**src/rtl/branch_seq.sv**
```systemverilog
// ---------------------------------------------------------------------------
// branch_seq -- branch / jump resolution sequencer
//
// Purpose
//   Accepts one branch or jump request at a time, resolves its condition and
//   target, and then sequences the front-end reaction:
//     * illegal encoding   -> exc_illegal + br_done (not counted)
//     * not taken          -> br_done two cycles after the request
//     * taken, misaligned  -> exc_misalign + br_done, no redirect
//     * taken, aligned     -> redirect handshake, then a FLUSH_CYC-cycle
//                             flush pulse with br_done in its last cycle
//   Every output is driven straight from a flop.
//
// Parameters
//   XLEN      datapath width
//   FLUSH_CYC flush pulse length in cycles (1..15)
//   CNT_W     statistics counter width
//
// Ports
//   clk, rst_n                 clock, asynchronous active-low reset
//   br_valid / br_ready        request handshake (ready only while idle)
//   br_type                    00 B-type, 01 JAL, 10 JALR, 11 reserved
//   funct3                     B-type condition select
//   rs1_data, rs2_data         comparison operands (rs1 is the JALR base)
//   pc, imm                    instruction address, sign-extended immediate
//   redirect_valid/_pc/_ack    fetch redirect handshake
//   flush                      kill younger instructions
//   br_done, br_taken          completion pulse and resolved outcome
//   link_data                  pc+4 for JAL/JALR, 0 for B-type
//   exc_misalign, exc_illegal  one-cycle exception pulses
//   br_cnt, taken_cnt          resolved / taken request counters (wrapping)
// ---------------------------------------------------------------------------
module branch_seq #(
  parameter int XLEN      = 32,
  parameter int FLUSH_CYC = 2,
  parameter int CNT_W     = 16
) (
  input  logic             clk,
  input  logic             rst_n,
  input  logic             br_valid,
  output logic             br_ready,
  input  logic [1:0]       br_type,
  input  logic [2:0]       funct3,
  input  logic [XLEN-1:0]  rs1_data,
  input  logic [XLEN-1:0]  rs2_data,
  input  logic [XLEN-1:0]  pc,
  input  logic [XLEN-1:0]  imm,
  output logic             redirect_valid,
  output logic [XLEN-1:0]  redirect_pc,
  input  logic             redirect_ack,
  output logic             flush,
  output logic             br_done,
  output logic             br_taken,
  output logic [XLEN-1:0]  link_data,
  output logic             exc_misalign,
  output logic             exc_illegal,
  output logic [CNT_W-1:0] br_cnt,
  output logic [CNT_W-1:0] taken_cnt
);

  // Request encodings
  localparam logic [1:0] TYPE_B    = 2'b00;
  localparam logic [1:0] TYPE_JAL  = 2'b01;
  localparam logic [1:0] TYPE_JALR = 2'b10;

  localparam logic [2:0] F3_BEQ  = 3'b000;
  localparam logic [2:0] F3_BNE  = 3'b001;
  localparam logic [2:0] F3_BLT  = 3'b100;
  localparam logic [2:0] F3_BGE  = 3'b101;
  localparam logic [2:0] F3_BLTU = 3'b110;
  localparam logic [2:0] F3_BGEU = 3'b111;

  // Value loaded into the flush down-counter on redirect acknowledge; the
  // counter then holds the number of flush cycles still to follow.
  localparam logic [3:0] FLUSH_LAST = 4'(FLUSH_CYC - 1);

  typedef enum logic [1:0] {
    IDLE  = 2'd0,
    EVAL  = 2'd1,
    REDIR = 2'd2,
    FLUSH = 2'd3
  } stateT;

  stateT            stateReg;
  logic [3:0]       flushCntReg;

  // Request captured at acceptance; EVAL works only from these copies so the
  // upstream stage may change its inputs freely after the handshake.
  logic [1:0]       brTypeReg;
  logic [2:0]       funct3Reg;
  logic [XLEN-1:0]  rs1Reg;
  logic [XLEN-1:0]  rs2Reg;
  logic [XLEN-1:0]  pcReg;
  logic [XLEN-1:0]  immReg;

  // -------------------------------------------------------------------------
  // Resolution datapath (consumed only in EVAL)
  // -------------------------------------------------------------------------
  logic             opEq;
  logic             opLtSigned;
  logic             opLtUnsigned;
  logic             isJump;
  logic             evalIllegal;
  logic             evalTaken;
  logic             evalMisalign;
  logic [XLEN-1:0]  seqTarget;
  logic [XLEN-1:0]  jalrSum;
  logic [XLEN-1:0]  evalTarget;
  logic [XLEN-1:0]  evalLink;

  always_comb begin
    opEq         = (rs1Reg == rs2Reg);
    opLtSigned   = ($signed(rs1Reg) < $signed(rs2Reg));
    opLtUnsigned = (rs1Reg < rs2Reg);

    isJump = (brTypeReg == TYPE_JAL) || (brTypeReg == TYPE_JALR);

    // funct3 010/011 are the only unused B-type encodings.
    evalIllegal = (brTypeReg == 2'b11) ||
                  ((brTypeReg == TYPE_B) && (funct3Reg[2:1] == 2'b01));

    evalTaken = 1'b0;
    if (isJump) begin
      evalTaken = 1'b1;
    end else if (brTypeReg == TYPE_B) begin
      case (funct3Reg)
        F3_BEQ:  evalTaken = opEq;
        F3_BNE:  evalTaken = !opEq;
        F3_BLT:  evalTaken = opLtSigned;
        F3_BGE:  evalTaken = !opLtSigned;
        F3_BLTU: evalTaken = opLtUnsigned;
        F3_BGEU: evalTaken = !opLtUnsigned;
        default: evalTaken = 1'b0;
      endcase
    end

    // Both sums wrap modulo 2^XLEN; JALR clears bit 0 of its sum.
    seqTarget  = pcReg + immReg;
    jalrSum    = rs1Reg + immReg;
    evalTarget = (brTypeReg == TYPE_JALR) ? {jalrSum[XLEN-1:1], 1'b0} : seqTarget;

    evalMisalign = evalTaken && (evalTarget[1:0] != 2'b00);
    evalLink     = isJump ? (pcReg + XLEN'(4)) : '0;
  end

  // -------------------------------------------------------------------------
  // Sequencer with registered outputs
  // -------------------------------------------------------------------------
  always_ff @(posedge clk or negedge rst_n) begin
    if (!rst_n) begin
      stateReg       <= IDLE;
      br_ready       <= 1'b1;
      redirect_valid <= 1'b0;
      redirect_pc    <= '0;
      flush          <= 1'b0;
      br_done        <= 1'b0;
      br_taken       <= 1'b0;
      link_data      <= '0;
      exc_misalign   <= 1'b0;
      exc_illegal    <= 1'b0;
      br_cnt         <= '0;
      taken_cnt      <= '0;
      flushCntReg    <= '0;
      brTypeReg      <= '0;
      funct3Reg      <= '0;
      rs1Reg         <= '0;
      rs2Reg         <= '0;
      pcReg          <= '0;
      immReg         <= '0;
    end else begin
      // Pulse outputs default low so none can last more than one cycle.
      br_done      <= 1'b0;
      br_taken     <= 1'b0;
      exc_misalign <= 1'b0;
      exc_illegal  <= 1'b0;

      case (stateReg)
        IDLE: begin
          // br_ready is high throughout IDLE, so br_valid alone accepts.
          if (br_valid) begin
            brTypeReg <= br_type;
            funct3Reg <= funct3;
            rs1Reg    <= rs1_data;
            rs2Reg    <= rs2_data;
            pcReg     <= pc;
            immReg    <= imm;
            br_ready  <= 1'b0;
            stateReg  <= EVAL;
          end
        end

        EVAL: begin
          if (evalIllegal) begin
            exc_illegal <= 1'b1;
            br_done     <= 1'b1;
            link_data   <= '0;
            br_ready    <= 1'b1;
            stateReg    <= IDLE;
          end else begin
            // The resolved target is published for every legal request, so
            // a misaligned jump still reports where it would have gone.
            // redirect_pc then stays put until the next request resolves.
            redirect_pc <= evalTarget;
            link_data   <= evalLink;
            if (!evalTaken || evalMisalign) begin
              exc_misalign <= evalMisalign;
              br_done      <= 1'b1;
              br_cnt       <= br_cnt + CNT_W'(1);
              br_ready     <= 1'b1;
              stateReg     <= IDLE;
            end else begin
              redirect_valid <= 1'b1;
              stateReg       <= REDIR;
            end
          end
        end

        REDIR: begin
          if (redirect_ack) begin
            redirect_valid <= 1'b0;
            flush          <= 1'b1;
            flushCntReg    <= FLUSH_LAST;
            stateReg       <= FLUSH;
            // A one-cycle flush is also the last flush cycle.
            if (FLUSH_CYC == 1) begin
              br_done   <= 1'b1;
              br_taken  <= 1'b1;
              br_cnt    <= br_cnt + CNT_W'(1);
              taken_cnt <= taken_cnt + CNT_W'(1);
            end
          end
        end

        FLUSH: begin
          if (flushCntReg == 4'd0) begin
            flush    <= 1'b0;
            br_ready <= 1'b1;
            stateReg <= IDLE;
          end else begin
            flushCntReg <= flushCntReg - 4'd1;
            // Entering the final flush cycle: completion rides along with it.
            if (flushCntReg == 4'd1) begin
              br_done   <= 1'b1;
              br_taken  <= 1'b1;
              br_cnt    <= br_cnt + CNT_W'(1);
              taken_cnt <= taken_cnt + CNT_W'(1);
            end
          end
        end

        default: begin
          redirect_valid <= 1'b0;
          flush          <= 1'b0;
          br_ready       <= 1'b1;
          stateReg       <= IDLE;
        end
      endcase
    end
  end

endmodule

```
**config.mk**
```make
export PLATFORM = sky130hd
export DESIGN_NAME = branch_seq
export DESIGN_NICKNAME = d
export VERILOG_FILES = /design/src/rtl/branch_seq.sv
export SDC_FILE = /design/constraint.sdc
export NUM_CORES = 1
export LEC_CHECK = 0
export ABC_AREA = 1
export CORE_MARGIN = 2
export CORE_UTILIZATION = 45
export DETAILED_ROUTE_END_ITERATION = 7
export HOLD_SLACK_MARGIN = 0.15
export PLACE_DENSITY = 0.79
export SETUP_SLACK_MARGIN = 0.05
export SYNTH_ARGS = -nofsm -noshare
export SYNTH_HDL_FRONTEND = slang
export SYNTH_SLANG_ARGS = --single-unit
```
**constraint.sdc**
```tcl
create_clock -name clk -period 2.2 [get_ports clk]
set_input_delay 0.44 -clock clk [delete_from_list [all_inputs] [get_ports clk]]
set_output_delay 0.44 -clock clk [all_outputs]
set_load 0.02 [all_outputs]
```
Word-level counts from Yosys, hierarchy flattened
Cells that the tools add are included.
- register bits: 242
- bits in latches: 0
- bits in writable memories: 0
- bits in read-only memories: 0
- input port bits: 137
- output and inout bits: 103
- logic and storage cells: 122
- memories: 0
- add/subtract/negate cells: 6
- multiply operators: 0
- divide/modulo/power cells: 0
- magnitude comparators: 2
- eq/ne operators: 23
- shift-type cells: 0
- mux-type cells: 43
- bitwise logic cells: 2
- reductions and logical operators: 27
- operator list (cell ; count):
    32-bit two-way mux ; 3
    32-bit adder ; 2
    32-bit < comparator ; 2
    16-bit two-way mux ; 4
    16-bit by 1-bit adder with 16-bit output, second input constant ; 2
    32-bit by 3-bit adder with 32-bit output, second input constant ; 1
    32-bit == test ; 1
    16-bit one-hot mux with 2 select lines ; 1
    1-bit two-way mux ; 21
    2-bit != test, second input constant ; 8
    3-bit == test, second input constant ; 4
    3-bit AND reduction ; 4
    2-bit two-way mux ; 5
    2-bit == test, second input constant ; 4
    4-bit two-way mux ; 2
    2-bit one-hot mux with 4 select lines ; 1
    4-bit one-hot mux with 2 select lines ; 1
    4-bit AND reduction ; 2
    2-bit nonzero test ; 4
    2-bit by 1-bit == test with 1-bit output, second input constant ; 3
    1-bit one-hot mux with 2 select lines ; 3
    1-bit one-hot mux with 6 select lines ; 1
    5-bit AND reduction ; 1
    4-bit by 1-bit == test with 1-bit output, second input constant ; 1
    other kinds (13) ; 22

Logic depth before layout (Yosys ltp)
- depth in word-level cells: 10
- mapped depth: 24

Least setup slack after synthesis
No wires, ideal clock.
- path type: register to register
- from: reg immReg[0]
- to: reg redirect_pc[24]
- arrival time: 2.159 ns
- required time: 2.082 ns
- path slack: -0.077 ns
- cell stages (with the launch flop): 16
- path buffers: 0
- clock period less this slack: 2.277 ns
- cell sequence: dfrtp_1 > ha_1 > inv_1 > fa_1 > o21ai_1 > a21oi_1 > inv_1 > nand2_1 > nand2_1 > a21boi_0 > o21ai_0 > nand2_1 > nand3_1 > nand3_1 > nand3_1 > nand2_1
- longest elaborated chain between the ends: 2
- RTL lines (item ; line ; RTL):
    from (decl) ; 94 ; logic [XLEN-1:0] immReg;
    from (signal assigned) ; 186 ; immReg <= imm;
    32-bit adder, on equally long branches ; 138, 139 ;
    32-bit two-way mux * ; 140 ; evalTarget = (brTypeReg == TYPE_JALR) ? {jalrSum[XLEN-1:1], 1'b0} : seqTarget;
    to (signal assigned) ; 203 ; redirect_pc <= evalTarget;
    to (decl) ; 49 ; output logic [XLEN-1:0] redirect_pc,
Every way passes the cells marked *; elsewhere a longest branch is shown, timed or not.
A chain may end at the register's enable or synchronous reset.

Final worst setup path
- from: reg rs2Reg[17]
- to: reg br_cnt[7]
- longest elaborated chain between the ends: 9
- RTL lines (item ; line ; RTL):
    from (decl) ; 92 ; logic [XLEN-1:0] rs2Reg;
    from (signal assigned) ; 184 ; rs2Reg <= rs2_data;
    32-bit < comparator (tied with other cells) ; 114 ; opLtUnsigned = (rs1Reg < rs2Reg);
    1-bit logical NOT, on equally long branches ; 132, 128, 130 ;
    1-bit one-hot mux with 6 select lines * ; 126 ; case (funct3Reg)
    1-bit two-way mux * ; 125 ; end else if (brTypeReg == TYPE_B) begin
    1-bit two-way mux * ; 123 ; if (isJump) begin
    1-bit logical NOT / 1-bit logical AND (equally long branches) ; 205, 142 ;
    1-bit logical OR * ; 205 ; if (!evalTaken || evalMisalign) begin
    2-bit != test (no source line) * ; n/a ;
    5-bit AND reduction (no source line) * ; n/a ;
    to (signal assigned) ; 208 ; br_cnt <= br_cnt + CNT_W'(1);
    to (signal assigned) ; 228 ; br_cnt <= br_cnt + CNT_W'(1);
    to (signal assigned) ; 245 ; br_cnt <= br_cnt + CNT_W'(1);
    to (decl) ; 57 ; output logic [CNT_W-1:0] br_cnt,
Marks and branches as above.

==> impl_metrics.yaml <==
status:
  outcome: "complete, but fails checks"
  violations: "negative setup slack"
setup_path:
  critPathMaxFanout: 7
  cp_slowest_cell: "dfrtp_1"
  r2r-end: "br_cnt[7]$_DFFE_PN0P_"
  cpMostUsedCell: "nand2_1"
  reg2regPathDepth: 19
  critPathBufInv: 2
  crit_type: "flip-flop to flip-flop"
  path_delay_family: "simple AND/OR/NAND/NOR gates"
  arrival_ps: 3020
  slowest_delay_ps: 360
  rrSetupSlack_ps: -380
  required_ps: 2640
  cp_cell_sequence: "inv_1, ha_4, nand2_1, a21oi_1, o21ai_1, nand2_1, a21oi_4, nand2_2, nand2_1, nand3_1, nand2_1, nand2_2, nand2_4, nand2_4, nand3_4, buf_6, nand3_2, nand2_1, nand2_1"
  r2r_start: "rs2Reg[17]$_DFFE_PN0P_"
  critPathLaunchType: "flip-flop"
  worst_setup_path_end_kind: "flip-flop"
clock_tree:
  path_clk_slew_ps: 60
  htree_num_levels: 1
  numCtsBuffers: 28
  root_buffer: "clkbuf_16"
  clockBufferDepth: 3
  tritoncts: "yes"
  cts.sinks: 242
  clock_latency_ps: 570
floorplan:
  dieWidth_um: 185
  die_y_um: 185
  core_area_um2: 32400
  io_pins: 240
  start_util_pct: 45.6
  die_area_um2: 34200
  rows: 66
detailed_routing:
  ant_nets: 0
  met1_length_um: 21600
  dr.pass1.iters: 8
  viasPerCell: 5.54
  routed-wl-met3_um: 3940
  met2_length_um: 27000
  drc_errors: 0
  wl_um: 54800
  highest_layer: "met4"
  routedWlPerCell_um: 19.3
  num_vias: 15739
  first_iter_violations: 1469
yosys:
  synthCells: 1770
  ys_async_sr_fraction_pct: 100
  syn_area_um2: 14800
  synth_nets: 2010
  ys_seq_elements: 242
  ys.flop_type: "dfrtp_1"
  syn-mean-instance-area_um2: 8.33
  ys_types: 61
  synth_edf_count: 0
  seq_area_frac_synth_pct: 41.1
  yosysWarnings: 0
pwr:
  p_int_uw: 24700
  power_frac_seq_pct: 18.3
  vdd_drop_max_mv: 1.06
  p_clk_share_pct: 10.7
  p_sw_share_pct: 46.1
  p_leak_uw: 0.0107
  share_comb_of_total_power_pct: 70.9
  power.density_nw_per_um2: 1970
  power_switching_uw: 21100
timing:
  fmaxAchievable_mhz: 387
  post-route-period-util_pct: 117
  slew_headroom_pct: 32.0
  worstMarginPinSlew_ps: 1020
  maxSlewViolCount: 0
  setup_tns_ps: -12060
  period_minus_slack_ps: 2580
  clock-skew-final_ps: 23.7
  rsz0062_at_grt: "true"
  setup_ws_ps: -381
  setup_violations: 52
  hold_viol_final: 0
  holdWs_ps: 428
final_layout:
  fill_cells: 2256
  area_growth_pct: 57.5
  final_cell_mix: "buf_4, nand2_1, clkdlybuf4s50_1, dfrtp_1, inv_1"
  drive_gt1_share_pct: 34.8
  final_nets: 2616
  final_common_cell: "buf_4"
global_routing:
  grt_pass1_wl_um: 78800
  antenna_found_initial: 0
  grt_use_total_pct: 29.3
  grt_pass1_vias: 15379
  grt_start_max_net_pins: 67
  grt_overflow: 0
place:
  port_buffers: 239
  place.gp.congestion: 0.953
  dp_hpwl_um: 37300
min_path:
  hold_class: "input port to async pin"
job:
  maxCapViolCount: 0
-- Yosys cell counts (all sizes together), types with 9 or more instances --
| cell type | count | area share [%] |
|---|---|---|
| nand2 | 332 | 8.6 |
| dfrtp | 241 | 41 |
| a21oi | 200 | 6.8 |
| inv | 182 | 4.6 |
| nor2 | 177 | 5.1 |
| o21ai | 114 | 3.9 |
| ha | 101 | 8.6 |
| nand3 | 88 | 3.2 |
| mux2 | 73 | 5.6 |
| nand4 | 38 | 1.7 |
| clkbuf | 31 | 0.79 |
| nor3 | 23 | 0.96 |
| xor2 | 22 | 1.3 |
| o21a | 19 | 0.97 |
| xnor2 | 15 | 0.89 |
| a21o | 14 | 0.71 |
| buf | 14 | 0.44 |
| o21bai | 12 | 0.61 |
| nor4 | 10 | 0.42 |
| o31ai | 9 | 0.46 |
-- state kept, by name, summed over array words and instances (netlist names), named ones only --
signal	cells
flush	1
funct3Reg	3
rs1Reg	32
br_done	1
pcReg	32
flushCntReg	4
exc_misalign	1
brTypeReg	2
exc_illegal	1
stateReg	1
immReg	32
br_cnt	16
rs2Reg	32
link_data	32
redirect_valid	1
br_taken	1
br_ready	1
redirect_pc	32
taken_cnt	16
-- logic make-up (layout without fill, tap and decap cells) --
logic type / Yosys count / count (layout) / share of synthesized area, %
other: 0 / 1 / 0
muxes: 74 / 74 / 5.64
adders and majority gates: 103 / 103 / 8.84
AOI/OAI and AO/OA: 408 / 408 / 15.8
DFF: 242 / 242 / 41.1
buffers and inverters: 227 / 854 / 5.86
and+or+nand+nor: 679 / 680 / 20.6
xor gates and xnor gates: 37 / 37 / 2.20
-- how the worst max path moves through the flow --
stage / start / end / slack, ps / depth (start not counted)
3_3_place_gp: immReg[14]$_DFFE_PN0P_ / redirect_pc[27]$_DFFE_PN0P_ / -400 / 11
6_report: rs2Reg[17]$_DFFE_PN0P_ / br_cnt[7]$_DFFE_PN0P_ / -380 / 19
5_1_grt: pcReg[2]$_DFFE_PN0P_ / link_data[24]$_DFFE_PN0P_ / -500 / 20
4_1_cts: rs1Reg[0]$_DFFE_PN0P_ / redirect_pc[30]$_DFFE_PN0P_ / -230 / 18
3_5_place_dp: immReg[14]$_DFFE_PN0P_ / redirect_pc[27]$_DFFE_PN0P_ / -420 / 11
2_1_floorplan: rs1Reg[19]$_DFFE_PN0P_ / br_cnt[11]$_DFFE_PN0P_ / 50 / 17
-- routing by layer --
metal / track usage [%] / vias up
met5: 0 / -
met4: 10.9 / 0
met3: 4.21 / 166
met2: 51.1 / 748
met1: 36.7 / 7545
li1: - / 7280
-- worst reg2reg max path, stage by stage, from the launching register on --
cell and delay (ps):
dfrtp_1 360, inv_1 130, ha_4 230, nand2_1 80
a21oi_1 60, o21ai_1 150, nand2_1 120, a21oi_4 230
nand2_2 100, nand2_1 80, nand3_1 80, nand2_1 90
nand2_2 60, nand2_4 100, nand2_4 70, nand3_4 170
buf_6 150, nand3_2 50, nand2_1 90, nand2_1 50
-- metrics by stage --
step	power, uW	util, %	std cells	setup slack (ps)	cell area (um2)
after global routing	48400	71.7	2840	-501	23200
after global placement	33000	61.9	2723	-398	20000
after floorplan	21200	-	1770	50.2	14800
after CTS	41100	67.7	2812	-235	21900
after detailed placement	33600	61.9	2723	-420	20000
final	45800	71.8	2841	-381	23200
-- power by group through the flow --
stage	Sequential, uW	Combinational (uW)	Clock, uW
global placement	7970	25000	0
floorplan	8220	13000	0
global route	8550	34700	5140
detailed placement	8060	25600	0
CTS	8060	28100	4960
finish	8390	32500	4920
-- final cells by class --
class / instances / area [um2] / area share (%)
clock buffers: 42 / 835 / 3.59
multi-input cells: 1302 / 9440 / 40.6
flip-flops and latches: 242 / 6070 / 26.2
repair buffers: 620 / 5500 / 23.7
well taps: 442 / 553 / 2.38
clock inverters: 10 / 133 / 0.571
inverters: 182 / 688 / 2.96
diodes: 1 / 2.50 / 0.0108
-- repair_timing --
item | in CTS | in global routing
setup endpoints to repair | 54 | 71
pin swaps | 67 | 136
gates cloned | 1 | 2
setup buffers | 36 | 33
endpoints found under the hold margin | 50 | 0
hold buffers | 1 | 0
gates resized for setup | 173 | 249
No activity file was read; power rests on OpenSTA's default activity.
